<file path="src/rtl/two_bit_comparator.sv">
// Registered magnitude comparator: one-hot EQ/LT/GT plus |A-B| for unsigned or
// two's-complement operands, with a single-cycle valid pipeline.
module two_bit_comparator #(
  parameter int WIDTH = 2
) (
  input  logic             clk,
  input  logic             rst_n,
  input  logic             in_valid,
  input  logic             cmp_signed,
  input  logic [WIDTH-1:0] A,
  input  logic [WIDTH-1:0] B,
  output logic             out_valid,
  output logic             EQ,
  output logic             LT,
  output logic             GT,
  output logic [WIDTH-1:0] DIFF
);

  // One extra bit is enough to hold A-B for either interpretation.
  function automatic logic signed [WIDTH:0] extend(input logic [WIDTH-1:0] v,
                                                   input logic sgn);
    extend = {sgn & v[WIDTH-1], v};
  endfunction

  function automatic logic [WIDTH-1:0] magnitude(input logic signed [WIDTH:0] d);
    logic signed [WIDTH:0] m;
    m = (d < 0) ? -d : d;
    magnitude = m[WIDTH-1:0];
  endfunction

  logic signed [WIDTH:0] a_ext_p0;
  logic signed [WIDTH:0] b_ext_p0;
  logic signed [WIDTH:0] diff_s_p0;
  logic                  eq_p0;
  logic                  lt_p0;

  logic             vld_p1_d, vld_p1_q;
  logic             eq_p1_d,  eq_p1_q;
  logic             lt_p1_d,  lt_p1_q;
  logic             gt_p1_d,  gt_p1_q;
  logic [WIDTH-1:0] diff_p1_d, diff_p1_q;

  always_comb begin
    a_ext_p0  = extend(A, cmp_signed);
    b_ext_p0  = extend(B, cmp_signed);
    diff_s_p0 = a_ext_p0 - b_ext_p0;
    eq_p0     = (A == B);
    lt_p0     = diff_s_p0[WIDTH];

    // Result fields only move on an accepted operand pair, so idle-cycle inputs never leak through.
    vld_p1_d  = in_valid;
    eq_p1_d   = eq_p1_q;
    lt_p1_d   = lt_p1_q;
    gt_p1_d   = gt_p1_q;
    diff_p1_d = diff_p1_q;
    if (in_valid) begin
      eq_p1_d   = eq_p0;
      lt_p1_d   = lt_p0;
      gt_p1_d   = ~eq_p0 & ~lt_p0;
      diff_p1_d = magnitude(diff_s_p0);
    end
  end

  // p0 -> p1 stage boundary
  always_ff @(posedge clk) begin
    if (!rst_n) begin
      vld_p1_q  <= 1'b0;
      eq_p1_q   <= 1'b0;
      lt_p1_q   <= 1'b0;
      gt_p1_q   <= 1'b0;
      diff_p1_q <= '0;
    end else begin
      vld_p1_q  <= vld_p1_d;
      eq_p1_q   <= eq_p1_d;
      lt_p1_q   <= lt_p1_d;
      gt_p1_q   <= gt_p1_d;
      diff_p1_q <= diff_p1_d;
    end
  end

  assign out_valid = vld_p1_q;
  assign EQ        = eq_p1_q;
  assign LT        = lt_p1_q;
  assign GT        = gt_p1_q;
  assign DIFF      = diff_p1_q;

endmodule

</file>
<file path="config.mk">
export PLATFORM = sky130hd
export DESIGN_NAME = two_bit_comparator
export DESIGN_NICKNAME = d
export VERILOG_FILES = /design/src/rtl/two_bit_comparator.sv
export SDC_FILE = /design/constraint.sdc
export NUM_CORES = 1
export LEC_CHECK = 0
export BUFFER_PORTS_ARGS = -buffer_cell sky130_fd_sc_hd__buf_2
export CAP_MARGIN = 20
export CELL_PAD_IN_SITES_DETAIL_PLACEMENT = 2
export CELL_PAD_IN_SITES_GLOBAL_PLACEMENT = 2
export CORE_MARGIN = 3
export CORE_UTILIZATION = 23
export CTS_CLUSTER_SIZE = 30
export DETAILED_ROUTE_END_ITERATION = 16
export PLACE_DENSITY_LB_ADDON = 0.1
export SLEW_MARGIN = 20
export SYNTH_ARGS = -nofsm -noshare
export SYNTH_HDL_FRONTEND = slang
export SYNTH_SLANG_ARGS = --single-unit
</file>
<file path="constraint.sdc">
create_clock -name clk -period 1.7 [get_ports clk]
set_clock_uncertainty 0.15 [all_clocks]
set_input_delay 0.34 -clock clk [delete_from_list [all_inputs] [get_ports clk]]
set_output_delay 0.34 -clock clk [all_outputs]
set_load 0.01 [all_outputs]
</file>
==> qor.txt <==
YOSYS
--------------------------------------------------------------------------------
Post-synthesis cell type count                                                20
Cell count after synthesis                                                    38
Yosys reg bits                                                                 6
Warnings from Yosys                                                            0
Syn_area_per_cell                                                       9.78 µm²
Cell Area, Synth                                                         372 µm²
Net Count, Synth                                                              49
Share of the yosys chip area belonging to registers                        32.3%

HOLD PATH
--------------------------------------------------------------------------------
Class of the tightest hold or removal check                         primary input to flop

CLOCK TREE
--------------------------------------------------------------------------------
Later-pin clock latency in the skew report                               0.24 ns
Clock root buffer                                                   sky130_fd_sc_hd__clkbuf_4
Number of hold buffers added after cts                                         0
Maximum count of clock buffers along a single path                             2
Number of buffers created by CTS                                               3
Clock tree from TritonCTS                                                   done
Clock transition at the registers of the reported paths                  0.04 ns
Number of cells upsized or downsized after cts                                 0
Post-CTS setup repair buffer count                                             0
Number of H-tree levels                                                        1
TritonCTS sink count                                                           6

DRT
--------------------------------------------------------------------------------
Top sig layer                                                               met3
DRT Pass-1 Iters                                                               3
Met2 wire length                                                          475 µm
Iteration-0 DRC Markers                                                        3
Routed wire length                                                        984 µm
DRC violation count after routing                                              0
Via density per instance                                                    4.78
Routed wl met3                                                             59 µm
Detailed-route wire length on metal 1                                     449 µm
Routed wire length per instance                                          13.7 µm
Remaining antenna violation count after routing                                0
Vias                                                                         344

LAYOUT
--------------------------------------------------------------------------------
Antenna diodes                                                                 0
Number of standard cells in the layout, taps in and fillers out               72
Most common library cell in the layout ignoring fill and taps       sky130_fd_sc_hd__buf_2
Highest-count cells in the layout ignoring fill and taps            sky130_fd_sc_hd__buf_2 (13), sky130_fd_sc_hd__dfxtp_1 (6), sky130_fd_sc_hd__buf_4 (4)
Net count reported at finish                                                  70
Fraction of final layout cells with drive strength greater than 1          47.4%
Area delta synth->final                                                    37.7%
Layout Utilization                                                         36.6%

GLOBAL ROUTE
--------------------------------------------------------------------------------
Final global-route overflow total                                              0
Maximum number of pins on one net before global-route repair                  13
Via count of the first global-routing pass                                   393
First-pass GRT wire length                                               1.69 mm
Initial antenna violation count                                                0
GRT Total Usage                                                            11.5%

FLOORPLANNING
--------------------------------------------------------------------------------
Die Height                                                               46.2 µm
IO Pins                                                                       14
Placeable core area                                                     1400 µm²
Die Footprint                                                           2130 µm²
Number of rows created at floorplan                                           13
Die Span X                                                               46.2 µm
Initial cell density of the core                                           26.6%

STA
--------------------------------------------------------------------------------
Final number of max-transition violations                                      0
Post-Route Setup TNS                                                        0 ns
Worst hold-check slack                                                  0.242 ns
Minimum clock period                                                     1.65 ns
Unrepaired setup endpoints after global routing                               no
Slew of the pin with the lowest slew margin                             0.312 ns
Share of the clock period used by the worst path                           96.9%
Final Hold Violating Endpoints                                                 0
Relative max-transition margin                                             79.2%
Maximum clock frequency                                                0.607 GHz
Final setup violation count                                                    0

FLOW RUN
--------------------------------------------------------------------------------
Number of violations of the max-capacitance limit                              0

SETUP PATH
--------------------------------------------------------------------------------
Data required time at the worst endpoint                                 1.70 ns
Setup crit end kind                                                         flop
Critical Path Source Type                                           primary input
Worst Path Buf+Inv                                                             2
Crit path DAT                                                            1.64 ns
Family with the most delay on the worst path                         adder cells
Highest cell delay on the worst timing path                              0.44 ns
Crit Path Max Fanout                                                           2
Cell breakdown of the critical path                                 buf_2 -> inv_2 -> ha_4 -> fa_2 -> nand3b_1 -> a311o_1 -> o311ai_2
Worst Path Class, Setup                                             primary input to flop
Slowest CP cell                                                     sky130_fd_sc_hd__fa_2

PLACE
--------------------------------------------------------------------------------
HPWL after detailed placement                                             829 µm
Count of port buffers added during placement                                  13
Total instance count after detailed placement                                 69
GP Congestion                                                              0.690

PWR
--------------------------------------------------------------------------------
LEAKAGE                                                              0.000238 µW
PnR Total Power                                                           396 µW
Highest ir drop seen on vdd                                           0.000218 V
Total power per unit cell area                                        774 nW/µm²

OUTCOME
--------------------------------------------------------------------------------
Status                                                              finished, final reports clean

-- final timing paths --
path | from | end | slack, ns | depth (start not counted)
worst max-delay path | A[0] | DIFF[1] | 0.05 | 7
worst min-delay path | rst_n | out_valid | 0.24 | 2
worst max register to register | LT | LT | 0.92 | 2
worst min register to register | GT | GT | 0.32 | 2
-- power breakdown --
group	switching [µW]	internal (µW)	total (µW)
registers	4.63	152	157
logic	56.4	55.3	112
clock network	47.9	79.6	128
-- sequential cells by signal, indices dropped and copies added (netlist names) --
| register | count |
|---|---|
| DIFF | 2 |
| LT | 1 |
| GT | 1 |
| EQ | 1 |
| out_valid | 1 |
-- metal layers --
layer	up-vias	GRT usage [%]
li1	170	-
met1	164	14.4
met2	10	17.0
met3	0	4.69
met4	0	5.11
met5	-	0
-- logic make-up (layout without fill, tap and decap cells) --
group / Yosys count / after routing / synth area share (%)
AO/OA/AOI/OAI: 8 / 8 / 18.5
XOR/XNOR: 1 / 1 / 4.38
adder cells (fa/ha/maj): 3 / 3 / 12.1
buffers and inverters: 5 / 24 / 7.07
flip-flops: 6 / 6 / 32.3
AND/OR/NAND/NOR: 15 / 15 / 25.6
-- per-stage QoR --
| stage | cell area (µm²) | worst slack (ns) |
|---|---|---|
| 4_1_cts | 499 | 0.0645 |
| 3_3_place_gp | 477 | -0.132 |
| 3_5_place_dp | 477 | -0.187 |
| 6_report | 512 | 0.0525 |
| 2_1_floorplan | 374 | 0.00753 |
| 5_1_grt | 512 | 0.00131 |
-- synthesized netlist by cell type (all sizes together) --
cell | count | share of area, %
dfxtp | 6 | 32
a311o | 1 | 2.7
and2 | 1 | 1.7
a211oi | 2 | 5.4
a21oi | 3 | 4.0
buf | 1 | 3.0
ha | 2 | 6.7
inv | 4 | 4.0
nor2b | 1 | 3.7
nand4b | 1 | 2.4
o311ai | 1 | 4.4
nor2 | 3 | 3.0
nand2b | 3 | 5.1
a21boi | 1 | 2.0
xor2 | 1 | 4.4
nand2 | 1 | 1.0
nand3 | 2 | 2.7
fa | 1 | 5.4
nand3b | 3 | 6.1
-- layout make-up --
| cell class | count | area, µm² |
|---|---|---|
| fill | 162 | 887 |
| multi-input combinational | 27 | 240 |
| sequential | 6 | 120 |
| timing repair buffer | 17 | 95.1 |
| clock buffer | 3 | 22.5 |
| tap | 15 | 18.8 |
| inverter | 4 | 15.0 |
No activity file was read; power rests on OpenSTA's default activity.
